--- config.mk ---
export PLATFORM = sky130hd
export DESIGN_NAME = lane_seq_gen
export DESIGN_NICKNAME = d
export VERILOG_FILES = /design/src/rtl/lane_seq_pkg.sv /design/src/rtl/lane_step_timer.sv /design/src/rtl/lane_seq_gen.sv
export SDC_FILE = /design/constraint.sdc
export NUM_CORES = 1
export LEC_CHECK = 0
export CAP_MARGIN = 15
export CORE_UTILIZATION = 45
export CTS_BUF_LIST = sky130_fd_sc_hd__clkbuf_8
export DETAILED_ROUTE_END_ITERATION = 12
export GPL_ROUTABILITY_DRIVEN = 0
export PLACE_DENSITY = 0.8
export RECOVER_POWER = 50
export SLEW_MARGIN = 20
export SYNTH_ARGS = -nofsm -noshare
export SYNTH_HDL_FRONTEND = slang
export SYNTH_SLANG_ARGS = --single-unit
--- constraint.sdc ---
create_clock -name clk -period 1.93 [get_ports clk]
set_input_delay 0.386 -clock clk [delete_from_list [all_inputs] [get_ports clk]]
set_output_delay 0.386 -clock clk [all_outputs]
set_load 0.005 [all_outputs]
--- src/rtl/lane_seq_pkg.sv ---
// Shared types and constants for the staggered four-lane sequence generator.
package lane_seq_pkg;

    typedef enum logic [1:0] {
        IDLE = 2'd0,
        FILL = 2'd1,
        RUN  = 2'd2
    } state_e;

    localparam int FILL_DEPTH = 3;
    localparam int STEP_CNT_W = 16;

    function automatic logic [STEP_CNT_W-1:0] satInc(input logic [STEP_CNT_W-1:0] value);
        return (value == '1) ? value : value + STEP_CNT_W'(1);
    endfunction

endpackage

--- src/rtl/lane_step_timer.sv ---
// Reloadable down counter that paces lane steps; at_zero_o marks a step opportunity.
module lane_step_timer #(
    parameter int STEP_CYCLES = 3
) (
    input  logic clk,
    input  logic rst,
    input  logic reload_i,
    input  logic freeze_i,
    output logic at_zero_o
);

    localparam int TW = (STEP_CYCLES < 2) ? 1 : $clog2(STEP_CYCLES + 1);
    localparam logic [TW-1:0] RELOAD = TW'(STEP_CYCLES - 1);

    logic [TW-1:0] count_q;

    always_ff @(posedge clk) begin
        if (rst) begin
            count_q <= '0;
        end else if (reload_i) begin
            count_q <= RELOAD;
        end else if (!freeze_i && (count_q != '0)) begin
            count_q <= count_q - TW'(1);
        end
    end

    assign at_zero_o = (count_q == '0);

endmodule

--- src/rtl/lane_seq_gen.sv ---
// Staggered counting source: lane a counts per step, older values shift a->b->c->d,
// snapshots offered with valid/ready and the cadence frozen under back-pressure.
module lane_seq_gen
    import lane_seq_pkg::*;
#(
    parameter int WIDTH       = 8,
    parameter int INIT        = 5,
    parameter int STEP_CYCLES = 3
) (
    input  logic                  clk,
    input  logic                  rst,
    input  logic                  start,
    input  logic                  stop,
    input  logic                  out_ready,
    output logic [WIDTH-1:0]      a,
    output logic [WIDTH-1:0]      b,
    output logic [WIDTH-1:0]      c,
    output logic [WIDTH-1:0]      d,
    output logic                  out_valid,
    output logic                  busy,
    output logic [STEP_CNT_W-1:0] step_count
);

    state_e                state_q;
    logic [1:0]            fill_q;
    logic [WIDTH-1:0]      a_q, b_q, c_q, d_q;
    logic                  valid_q;
    logic [STEP_CNT_W-1:0] stepCount_q;

    logic atZero;
    logic startEn;
    logic stepEn;

    assign startEn = (state_q == IDLE) && start;
    // A pending stop suppresses the step so the lanes hold what the consumer last saw.
    assign stepEn  = (state_q != IDLE) && !stop && atZero && (!valid_q || out_ready);

    lane_step_timer #(
        .STEP_CYCLES(STEP_CYCLES)
    ) u_timer (
        .clk      (clk),
        .rst      (rst),
        .reload_i (startEn || stepEn),
        .freeze_i (state_q == IDLE),
        .at_zero_o(atZero)
    );

    always_ff @(posedge clk) begin
        if (rst) begin
            state_q     <= IDLE;
            fill_q      <= '0;
            a_q         <= '0;
            b_q         <= '0;
            c_q         <= '0;
            d_q         <= '0;
            valid_q     <= 1'b0;
            stepCount_q <= '0;
        end else begin
            case (state_q)
                IDLE: begin
                    if (start) begin
                        state_q     <= FILL;
                        fill_q      <= '0;
                        a_q         <= WIDTH'(INIT);
                        b_q         <= '0;
                        c_q         <= '0;
                        d_q         <= '0;
                        valid_q     <= 1'b0;
                        stepCount_q <= '0;
                    end
                end
                FILL, RUN: begin
                    if (stop) begin
                        state_q <= IDLE;
                        valid_q <= 1'b0;
                    end else if (stepEn) begin
                        a_q         <= a_q + WIDTH'(1);
                        b_q         <= a_q;
                        c_q         <= b_q;
                        d_q         <= c_q;
                        stepCount_q <= satInc(stepCount_q);
                        if (state_q == RUN) begin
                            valid_q <= 1'b1;
                        end else if (fill_q == 2'(FILL_DEPTH - 1)) begin
                            state_q <= RUN;
                            valid_q <= 1'b1;
                        end else begin
                            fill_q <= fill_q + 2'd1;
                        end
                    end else if ((state_q == RUN) && valid_q && out_ready) begin
                        valid_q <= 1'b0;
                    end
                end
                default: begin
                    state_q <= IDLE;
                    valid_q <= 1'b0;
                end
            endcase
        end
    end

    assign a          = a_q;
    assign b          = b_q;
    assign c          = c_q;
    assign d          = d_q;
    assign out_valid  = valid_q;
    assign busy       = (state_q != IDLE);
    assign step_count = stepCount_q;

endmodule

# Word-level counts from Yosys, hierarchy flattened
# Index checks and enable logic that the tools add are counted.
# W data, S select, Z words.
op_classes:
  n_addsub: 4
  n_eq_ne: 15
  mux: 40
  n_reduce_logical: 25
op_table:
  columns: ["op", "count"]
  rows:
  - ["$mux W8", 10]
  - ["$mux W16", 4]
  - ["$pmux W8 S2", 4]
  - ["$pmux W16 S2", 1]
  - ["$mux W2", 12]
  - ["$add A16 B1 Y16 const B", 1]
  - ["$eq A16 B16 Y1 const B", 1]
  - ["$ne A2 B2 Y1 const B", 6]
  - ["$ne A3 B3 Y1 const B", 3]
  - ["$add A8 B1 Y8 const B", 1]
  - ["$pmux W2 S2", 2]
  - ["$reduce_and A4 Y1", 2]
  - ["$reduce_bool A2 Y1", 4]
  - ["$logic_and A1 B1 Y1", 7]
  - ["$mux W1", 6]
  - ["$reduce_and A6 Y1", 1]
  - ["$ne A5 B5 Y1 const B", 1]
  - ["$reduce_and A5 Y1", 1]
  - ["$eq A2 B2 Y1 const B", 2]
  - ["$logic_not A2 Y1", 2]
  - ["$ne A4 B4 Y1 const B", 1]
  - ["$reduce_or A2 Y1", 2]
  - ["$logic_not A1 Y1", 3]
  - ["$reduce_and A3 Y1", 1]
  - ["5 further kinds", 6]
totals:
  regBits: 55
  in_bits: 5

# Logic depth before layout (Yosys ltp)
depth:
  word_depth: 7
  depth_mapped: 9
  depth_no_buf: 7

# By module
# From an unflattened synthesis, not the netlist that was laid out.
hier_totals:
  cells_unflattened: 303
  hier_area_um2: 2578.7
modules_own_cells:
  columns: ["module", "instances", "cells_per_inst", "area_each_um2", "seq_area_each_um2"]
  rows:
  - ["lane_seq_gen", 1, 291, 2468.6, 1061.0]
  - ["lane_step_timer", 1, 12, 110.1, 40.0]

# Worst setup path after synthesis
# No wires, ideal clock.
synth_timing:
  path_kind: "reg2reg"
  startpoint: "reg state_q[0]"
  endpoint: "reg a_q[1] (netlist: a[1])"
  setup_time_ns: 0.117
  arrival_time_ns: 1.812
  required_time_ns: 1.813
  slack_ns: 0.001
  path_stages_with_launch: 8
  path_buffers: 1
  cell_sequence: "dfxtp_1 -> inv_1 -> ha_1 -> nand2b_1 -> o31ai_4 -> a21oi_1 -> clkbuf_1 -> a22o_1"
synth_between:
  elab_chain_len: 6
synth_lines:
  columns: ["item", "line", "rtl"]
  rows:
  - ["start: declaration", "lane_seq_gen.sv:24", "state_e state_q;"]
  - ["start signal: assignment", "lane_seq_gen.sv:50", "state_q <= IDLE;"]
  - ["start signal: assignment", "lane_seq_gen.sv:62", "state_q <= FILL;"]
  - ["start signal: assignment", "lane_seq_gen.sv:74", "state_q <= IDLE;"]
  - ["$reduce_bool A2 Y1", "lane_seq_gen.sv:36", "assign stepEn = (state_q != IDLE) && !stop && atZero && (!valid_q || out_ready);"]
  - ["$logic_and A1 B1 Y1 (3 in series)", "lane_seq_gen.sv:36", null]
  - ["$ne A2 B2 Y1 (no line)", null, null]
  - ["$reduce_and A4 Y1 (no line)", null, null]
  - ["end signal: assignment", "lane_seq_gen.sv:64", "a_q <= WIDTH'(INIT);"]
  - ["end signal: assignment", "lane_seq_gen.sv:77", "a_q <= a_q + WIDTH'(1);"]
  - ["end: declaration", "lane_seq_gen.sv:26", "logic [WIDTH-1:0] a_q, b_q, c_q, d_q;"]
# Parallel ways exist; a longest one is shown, timed or not.
# A chain may end at the register's enable or synchronous reset.

# Worst setup path after layout
layout_timing:
  startpoint: "reg u_timer.count_q[0]"
  endpoint: "reg state_q[0]"
layout_between:
  elab_chain_len: 5
layout_lines:
  columns: ["item", "line", "rtl"]
  rows:
  - ["start: declaration", "lane_step_timer.sv:15", "logic [TW-1:0] count_q;"]
  - ["start signal: assignment", "lane_step_timer.sv:23", "count_q <= count_q - TW'(1);"]
  - ["$logic_not A2 Y1", "lane_step_timer.sv:27", "assign at_zero_o = (count_q == '0);"]
  - ["$logic_and A1 B1 Y1 (2 in series)", "lane_seq_gen.sv:36", null]
  - ["$ne A3 B3 Y1 (no line)", null, null]
  - ["$reduce_and A4 Y1 (no line)", null, null]
# No other way between the ends.

==> results.md <==
- Ys async rst share: 0
- DR WL/cell: approximately 14 um
- Relative slew margins: 0.735
- Drt drc: 0
- Netlist cell types: 41
- Initial Utilization: 0.468
- VDD IR-drop max: 0.542 mV
- Antenna cell count: 0
- Synth top area cells: dfxtp_1 (46%), a22o_1 (8.8%), ha_1 (4.2%)
- Final nets: 360
- Period minus WS final: 1.88 ns
- Final Hold Viols: 0
- Yosys reg bits: 55
- CP required: around 2.1 ns
- Hold path depth: 1
- # IOs: 55
- Max-Cap Viols: 0
- Flop2flop setup slack: 0.05 ns
- Leakage: 1.41 nW
- Vias in the first global route: 2075
- Fillers: approximately 450
- Hold Crit Start: d[2]
- DR pass1 iterations: 4
- Die area: around 5600 um^2
- Min-Delay Path Class: flip-flop to flip-flop
- Layout area overhead: 40.6%
- Dpl cells: approximately 400
- Clock-pin slew on the worst setup and hold paths: 0.10 ns
- Syn_area_per_cell: 9.16 um^2
- Grt ovf: 0
- H-tree Lvls: 2
- Final setup fails: 0
- Maximum number of pins on one net before global-route repair: 25
- Dominant synthesized flop cell: dfxtp_1
- Total CTS buffers: 5
- Share of the synthesized area in the top cell type: 0.460
- Routed Wire Length: 6.02 mm
- Worst-Margin Slew: 0.397 ns
- Synthesized cell area: 2390 um^2
- First-pass GRT wire length: between 9 and 10 mm
- Fin Setup TNS: 0 ns
- Initial antenna violation count: 0
- Die height: 74.9 um
- GRT Util Overall: 0.219
- R2R cell count: 8
- Worst Setup Path Type: flip-flop to flip-flop
- Worst-Skew Late Latency: 0.31 ns
- 1st-iter DRT viols: 125
- Outcome: finished clean
- FP Rows: 26
- Yosys top cell by area: dfxtp_1
- Crit Path Max Fanout: 3
- Synth warn: 0
- Post-synth EDFFs: 0
- PortBufs: 54
- Clk_skew: 0.00747 ns
- Fmax: between 500 and 600 MHz
- Longest Clk Path Bufs: 2
- Most frequent cells in the layout: dfxtp_1 (53), dlygate4sd3_1 (43), buf_4 (27)
- Most common cell after layout, fill and taps aside: dfxtp_1
- CORE AREA: 5110 um^2
- Via density: approximately 5.6
- CTS root buf: clkbuf_8
- Worst hold slack: 0.483 ns
- Syn Inst Count: between 200 and 300
- Die X: between 70 and 80 um
- CP Launch Type: flip-flop
- ANT nets after route: 0
- Via count: 2350
- Final core occ: 0.658
- Clock Sinks: 55
- PwrDens: 793 nW/um^2
- Post-DP HPWL: 4.29 mm
- Fin crit share: 0.976
- Reg2reg start: u_timer.count_q[0]
- CP endpoint kind: flip-flop
- Critical register-to-register path endpoint: state_q[0]
- Worst Hold Path EP: d[2]
- Slew Limit Fails: 0
- Syn nets: 274
- Sequential share of the synthesized area: 0.460
- Layout cells sized above 1: 0.141
- TritonCTS clock tree: built
- Fin cells: 418
- Crit path DAT: 2.09 ns
cell families after synthesis:
kind of cell / count (synthesis) / synth area share
buf+inv: 18 / 0.0351
mux: 1 / 0.00419
simple gates: 89 / 0.194
xor+xnor: 4 / 0.0147
fa+ha+maj: 8 / 0.0419
flops: 55 / 0.460
compound gates: 86 / 0.250
worst max-delay path, stage by stage, from the launching register on:
cell	delay (ns)
dfxtp_1	0.31
inv_1	0.08
ha_1	0.21
nor2b_1	0.22
nand3_1	0.12
a221oi_1	0.41
buf_4	0.20
mux2i_1	0.18
nor2_1	0.05
metal layers:
layer | wire [um] | GRT usage
met3 | 261 | 0.0495
met5 | 0 | 0
met1 | 2630 | 0.272
met2 | 2990 | 0.361
met4 | 139 | 0.101
stage by stage:
stage	cell area [um^2]	setup slack [ns]	power, mW
final	3360	0.0454	2.67
after global routing	3360	-0.0200	2.80
after CTS	3320	0.0281	2.63
after detailed placement	3220	-0.103	1.97
after global placement	3220	-0.0240	1.94
after floorplan	2390	0.00101	1.65
synth_stat cells (2+ instances only):
master,number
a22o_1,24
clkbuf_1,4
a21oi_1,15
o21ai_0,17
buf_2,3
ha_1,8
inv_1,8
o31ai_1,7
xor2_1,4
nand3_1,11
nor2_1,24
nor3_1,5
nand3b_1,2
and3_1,6
and4_1,2
nor2b_1,4
a31oi_1,8
o21ai_1,6
nand2b_1,7
nand2_1,12
nand4_1,10
dfxtp_1,55
report_power, final:
part	switching, mW	total, mW	internal (mW)
Sequential	0.0325	1.21	1.18
Combinational	0.432	0.801	0.369
Clock	0.396	0.657	0.261
Total	0.861	2.67	1.81
cell type report:
type	count	area [um^2]	area share
clock inverters	3	22.5	0.00670
inverters	8	30.0	0.00893
clock buffers	5	68.8	0.0205
repair buffers	89	822	0.245
well taps	70	87.6	0.0261
flip-flops and latches	55	1100	0.328
multi-input cells	188	1230	0.365
worst max path at each step:
stage | startpoint | slack (ns) | endpoint | depth (start not counted)
4_1_cts | state_q[0] | 0.03 | busy | 4
6_report | u_timer.count_q[0] | 0.05 | state_q[0] | 8
3_5_place_dp | stop | -0.10 | step_count[11] | 6
2_1_floorplan | state_q[0] | 0.001 | a[1] | 7
3_3_place_gp | stop | -0.02 | step_count[11] | 6
5_1_grt | u_timer.count_q[0] | -0.02 | state_q[0] | 8
flip-flops by register name (all words and copies together), names as in the netlist:
register,count
fill_q,2
d,8
u_timer.count_q,2
out_valid,1
c,8
step_count,16
state_q,2
a,8
b,8
timing repair:
item	in CTS	in global routing
hold buffers	0	0
pin swaps	0	1
setup buffers	0	4
resized for setup	3	5
endpoints found under the setup margin	29	21
No activity file was read; power rests on OpenSTA's default activity.
